## config.mk

```make
export PLATFORM = sky130hd
export DESIGN_NAME = axil2iob
export DESIGN_NICKNAME = d
export VERILOG_FILES = /design/src/rtl/axil2iob.sv
export SDC_FILE = /design/constraint.sdc
export NUM_CORES = 1
export LEC_CHECK = 0
export BUFFER_PORTS_ARGS = -buffer_cell sky130_fd_sc_hd__buf_2
export CAP_MARGIN = 25
export CORE_ASPECT_RATIO = 1.5
export CORE_UTILIZATION = 39
export DETAILED_ROUTE_END_ITERATION = 10
export HOLD_SLACK_MARGIN = 0.02
export MAX_ROUTING_LAYER = met4
export PLACE_DENSITY = 0.78
export REMOVE_ABC_BUFFERS = 1
export SYNTH_ARGS = -nofsm -noshare
export SYNTH_HDL_FRONTEND = slang
export SYNTH_SLANG_ARGS = --single-unit
```

## constraint.sdc

```tcl
create_clock -name clk -period 8.7 [get_ports clk]
set_input_delay 0.87 -clock clk [delete_from_list [all_inputs] [get_ports clk]]
set_output_delay 0.87 -clock clk [all_outputs]
set_load 0.02 [all_outputs]
```

## src/rtl/axil2iob.sv

```systemverilog
// AXI4-lite slave to native (IOb) master bridge: one native access per AXI
// transaction, a single transaction in flight, responses always OKAY.
module axil2iob #(
  parameter int ADDR_W = 10,
  parameter int DATA_W = 32
) (
  input  logic                  clk,
  input  logic                  rst_n,
  input  logic [ADDR_W-1:0]     S_AXI_AWADDR,
  input  logic [2:0]            S_AXI_AWPROT,
  input  logic                  S_AXI_AWVALID,
  output logic                  S_AXI_AWREADY,
  input  logic [DATA_W-1:0]     S_AXI_WDATA,
  input  logic [DATA_W/8-1:0]   S_AXI_WSTRB,
  input  logic                  S_AXI_WVALID,
  output logic                  S_AXI_WREADY,
  output logic [1:0]            S_AXI_BRESP,
  output logic                  S_AXI_BVALID,
  input  logic                  S_AXI_BREADY,
  input  logic [ADDR_W-1:0]     S_AXI_ARADDR,
  input  logic [2:0]            S_AXI_ARPROT,
  input  logic                  S_AXI_ARVALID,
  output logic                  S_AXI_ARREADY,
  output logic [DATA_W-1:0]     S_AXI_RDATA,
  output logic [1:0]            S_AXI_RRESP,
  output logic                  S_AXI_RVALID,
  input  logic                  S_AXI_RREADY,
  output logic                  valid,
  output logic [ADDR_W-1:0]     addr,
  output logic [DATA_W-1:0]     wdata,
  output logic [DATA_W/8-1:0]   wstrb,
  input  logic [DATA_W-1:0]     rdata,
  input  logic                  ready
);

  localparam int STRB_W = DATA_W / 8;

  typedef enum logic [2:0] {IDLE, WR, WRESP, RD, RRESP} state_t;

  state_t              state, state_nxt;
  logic                aw_held, w_held;
  logic                rd_last;
  logic [ADDR_W-1:0]   aw_addr_q, ar_addr_q;
  logic [DATA_W-1:0]   w_data_q, rdata_q;
  logic [STRB_W-1:0]   w_strb_q;
  logic                idle, collision, aw_hs, w_hs, ar_hs;
  logic                unused_prot;

  assign unused_prot = ^{S_AXI_AWPROT, S_AXI_ARPROT};

  assign S_AXI_BRESP = 2'b00;
  assign S_AXI_RRESP = 2'b00;
  assign S_AXI_RDATA = rdata_q;

  always_ff @(posedge clk) begin
    if (!rst_n) begin
      state   <= IDLE;
      aw_held <= 1'b0;
      w_held  <= 1'b0;
      rd_last <= 1'b0;
      rdata_q <= '0;
    end else begin
      state <= state_nxt;
      if (aw_hs) aw_held <= 1'b1;
      if (w_hs)  w_held  <= 1'b1;
      if (state == WR && ready) begin
        aw_held <= 1'b0;
        w_held  <= 1'b0;
      end
      // The winner of a collision becomes the side served last
      if (collision) rd_last <= !rd_last;
      if (state == RD && ready) rdata_q <= rdata;
    end
  end

  always_ff @(posedge clk) begin
    if (aw_hs) aw_addr_q <= S_AXI_AWADDR;
    if (w_hs) begin
      w_data_q <= S_AXI_WDATA;
      w_strb_q <= S_AXI_WSTRB;
    end
    if (ar_hs) ar_addr_q <= S_AXI_ARADDR;
  end

  always_comb begin
    state_nxt     = state;
    valid         = 1'b0;
    addr          = '0;
    wdata         = '0;
    wstrb         = '0;
    S_AXI_BVALID  = 1'b0;
    S_AXI_RVALID  = 1'b0;

    idle      = (state == IDLE) && rst_n;
    collision = idle && !aw_held && !w_held && S_AXI_ARVALID &&
                (S_AXI_AWVALID || S_AXI_WVALID);
    // On a collision the write side yields unless the read won last time
    S_AXI_AWREADY = idle && !aw_held && !(collision && !rd_last);
    S_AXI_WREADY  = idle && !w_held  && !(collision && !rd_last);
    aw_hs         = S_AXI_AWVALID && S_AXI_AWREADY;
    w_hs          = S_AXI_WVALID  && S_AXI_WREADY;
    S_AXI_ARREADY = idle && !aw_held && !w_held && !aw_hs && !w_hs;
    ar_hs         = S_AXI_ARVALID && S_AXI_ARREADY;

    case (state)
      IDLE: begin
        if (ar_hs)
          state_nxt = RD;
        else if ((aw_held || aw_hs) && (w_held || w_hs))
          state_nxt = WR;
      end
      WR: begin
        valid = 1'b1;
        addr  = aw_addr_q;
        wdata = w_data_q;
        wstrb = w_strb_q;
        if (ready) state_nxt = WRESP;
      end
      WRESP: begin
        S_AXI_BVALID = 1'b1;
        if (S_AXI_BREADY) state_nxt = IDLE;
      end
      RD: begin
        valid = 1'b1;
        addr  = ar_addr_q;
        if (ready) state_nxt = RRESP;
      end
      RRESP: begin
        S_AXI_RVALID = 1'b1;
        if (S_AXI_RREADY) state_nxt = IDLE;
      end
      default: state_nxt = IDLE;
    endcase
  end

endmodule

```

==> run_results.csv <==
group,metric,value,unit
outcome,run_status,"completed",
synthesis,synth_top_area_share,44.4,%
sta,clock_skew,0.00717,ns
worst_setup_path,regToRegStartpoint,"state[1]",
route,wl_per_cell,14.0,um
worst_setup_path,r2r_end,"aw_addr_q[7]",
final_layout,area_growth,31.6,%
placed_design,gp_congestion,0.753,
route,drc,0,
sta,holdWs,0.450,ns
sta,fin_crit_sh,35.6,%
min_path,hold_depth,2,
sta,relSlewSlack,34.7,%
route,vias_per_cell,4.86,
clock_tree,holdBufCountCts,0,
worst_setup_path,crit_required,7.83,ns
worst_setup_path,reg2reg_depth,3,
final_layout,finish.instance_area,4980,um^2
clock_tree,ctsHtreeMaxLevel,3,
worst_setup_path,crit_chain,"nor2_2 -> buf_6 -> and3_1 -> buf_2",
worst_setup_path,slowest_delay,0.70,ns
die,dieWidth,82.5,um
synthesis,avgSynthCellArea,11.5,um^2
worst_setup_path,critPathArrivalTime,2.22,ns
synthesis,synth_xor_area_share,0.231,%
power_and_ir_drop,power.density,269,nW/um^2
clock_tree,cts.sinks,94,
final_layout,drive_above_1_share,40.6,%
route,first_pass_iters,4,
clock_tree,post-cts-setup-buffers,0,
route,drtIter0Drc,116,
sta,tns,0,ns
synthesis,syn-cell-area,3790,um^2
final_layout,finalNetCount,600,
clock_tree,clk_pin_slew_worst_paths,0.06,ns
worst_setup_path,slowest_stage,"nor2_2",
min_path,min_from,"S_AXI_RDATA[11]",
placed_design,dp_hpwl,6320,um
die,initial_core_util,40.4,%
clock_tree,clock_latency,0.33,ns
min_path,hold_end,"S_AXI_RDATA[11]",
clock_tree,clockBufferDepth,2,
sta,rsz0062_at_grt,"no",
synthesis,yosysWarnings,0,
sta,drv_slew,0,
synthesis,yosysSeqAreaShare,64.5,%
sta,final-hold-violation-count,0,
worst_setup_path,cp_top_family,"simple AND/OR/NAND/NOR gates",
worst_setup_path,cp-end-kind,"primary output",
synthesis,synth_simple_gate_area_share,17.9,%
route,vias,2991,
power_and_ir_drop,power,1.34,mW
synthesis,synth_top_family_by_area,"simple AND/OR/NAND/NOR gates",
power_and_ir_drop,pwr-share-clk,26.1,%
final_layout,multi_input_comb_area,1190,um^2
synthesis,synth_edf_count,56,
synthesis,async_reset_ff_share,0,%
power_and_ir_drop,p_comb_share,31.1,%
die,ioPinCount,190,
sta,max_freq,0.323,GHz
global_route,grt_max_degree,45,
global_route,overflow,0,
clock_tree,root_buffer,"clkbuf_16",
final_layout,nFillCells,858,
synthesis,synthTopCellsByCount,"nand2_1 (68), edfxtp_1 (56), dfxtp_1 (38), and3_1 (36), a21boi_1 (29)",
synthesis,yosysMostFrequentCell,"nand2_1",
final_layout,seq_area,2440,um^2
die,die-area,10100,um^2
clock_tree,cts_resized,0,
power_and_ir_drop,p_leak,2.28,nW
global_route,track_usage,17.6,%
route,ant_nets,0,
clock_tree,cts-buffers-inserted,9,
power_and_ir_drop,pwr-share-seq,42.8,%
sta,setup_viol,0,
synthesis,synth.distinct_cells,38,
worst_setup_path,critPathLaunchType,"register",
placed_design,portBuffers,179,
worst_setup_path,path_buf_inv,2,
route,wl,8620,um
final_layout,diodes,0,
global_route,grt_antenna_before_repair,0,
synthesis,synth_compound_area_share,9.98,%
worst_setup_path,cp_max_fo,21,
global_route,grt_pass1_vias,2929,
synthesis,synth_top_cell_by_area,"edfxtp_1",
power_and_ir_drop,p_int,878,uW
final_layout,final_util,53.2,%
die,rows,43,
synthesis,synthTopCellsByArea,"edfxtp_1 (44%), dfxtp_1 (20%), nand2_1 (6.7%), and3_1 (5.9%), a21boi_1 (5.8%)",
min_path,worst_hold_path_type,"register to register",
synthesis,muxShareOfSynthArea,2.64,%
synthesis,synth_cells,330,
die,fp.dieH,123,um
job,maxCapViolCount,0,
die,core_area,9360,um^2
worst_setup_path,r2r_setup_slack,6.10,ns
synthesis,yosys.area_share.adder,0,%
power_and_ir_drop,switching_power,465,uW
power_and_ir_drop,ir_drop,0.148,mV
clock_tree,cts_tree,"yes",
synthesis,ys.flop_type,"edfxtp_1",
power_and_ir_drop,switching_share,34.6,%
global_route,grt_first_pass_wirelength,12800,um
synthesis,ys_ff_latch,94,
sta,tightestPinTransition,0.978,ns
sta,fin_crit,3.09,ns
placed_design,placedInstanceArea,4720,um^2
worst_setup_path,setup.worst_path.class,"register to primary output",
-- registers in the layout, summed over array words and instances, names as in the netlist --
name         count
ar_addr_q       10
aw_addr_q       10
rd_last          1
w_strb_q         4
aw_held          1
w_held           1
w_data_q        32
S_AXI_RDATA     32
state            3
-- power by group through the flow --
| stage | combinational, mW | clock (mW) | sequential (mW) |
|---|---|---|---|
| 4_1_cts | 0.421 | 0.361 | 0.575 |
| 3_3_place_gp | 0.387 | 0 | 0.593 |
| 2_1_floorplan | 0.252 | 0 | 0.588 |
| 5_1_grt | 0.462 | 0.377 | 0.583 |
| 3_5_place_dp | 0.420 | 0 | 0.585 |
| 6_report | 0.417 | 0.350 | 0.575 |
-- cell type report --
cell class / count / share of cell area, %
multi-input combinational: 206 / 23.9
sequential: 94 / 49.0
timing repair buffer: 181 / 18.5
clock inverter: 6 / 0.753
inverter: 6 / 0.452
tap: 112 / 2.81
clock buffer: 10 / 4.60
-- worst max-delay path by stage --
stage                        from       endpoint  cells after the start
global placement         state[1]  S_AXI_AWREADY                      4
detailed placement          rst_n  S_AXI_ARREADY                      4
CTS                      state[1]      wdata[20]                      4
floorplan           S_AXI_ARVALID    w_data_q[0]                      3
finish                   state[1]      wdata[20]                      4
global route             state[1]      wdata[16]                      4
-- cell usage in the layout, fill, tap and decap left out, types with 5 or more instances in the layout --
cell,synthesis,routed
a21boi_1,29,29
and3_1,36,36
buf_2,6,179
clkbuf_16,0,9
dfxtp_1,38,38
edfxtp_1,56,56
inv_1,5,5
mux2i_1,10,10
nand2_1,68,68
nor2_1,17,15
o21ai_0,5,5
-- kinds of logic after synthesis --
logic type,count (synthesis)
AND/OR/NAND/NOR,139
XOR/XNOR,1
other,1
AO/OA/AOI/OAI,52
flip-flops,94
multiplexers,10
buffers and inverters,33
-- metrics by stage --
step,setup WS [ns],instances
6_report,5.61,615
2_1_floorplan,5.62,306
4_1_cts,5.58,615
3_5_place_dp,5.69,599
5_1_grt,5.35,615
3_3_place_gp,5.61,597
-- worst min-delay path: stages, from the launching register on --
cell,delay (ns)
dfxtp_1,0.31
nand2_1,0.05
a21boi_1,0.05
-- per-layer routing --
layer  GRT usage, %  routed length [um]  part of all wire (%)
met1           17.7                3300                    38
met2           30.4                4470                    52
met3           4.61                 613                   7.1
met4           9.10                 231                   2.7
met5              -                   0                     0
(Power assumes the default switching activity.)
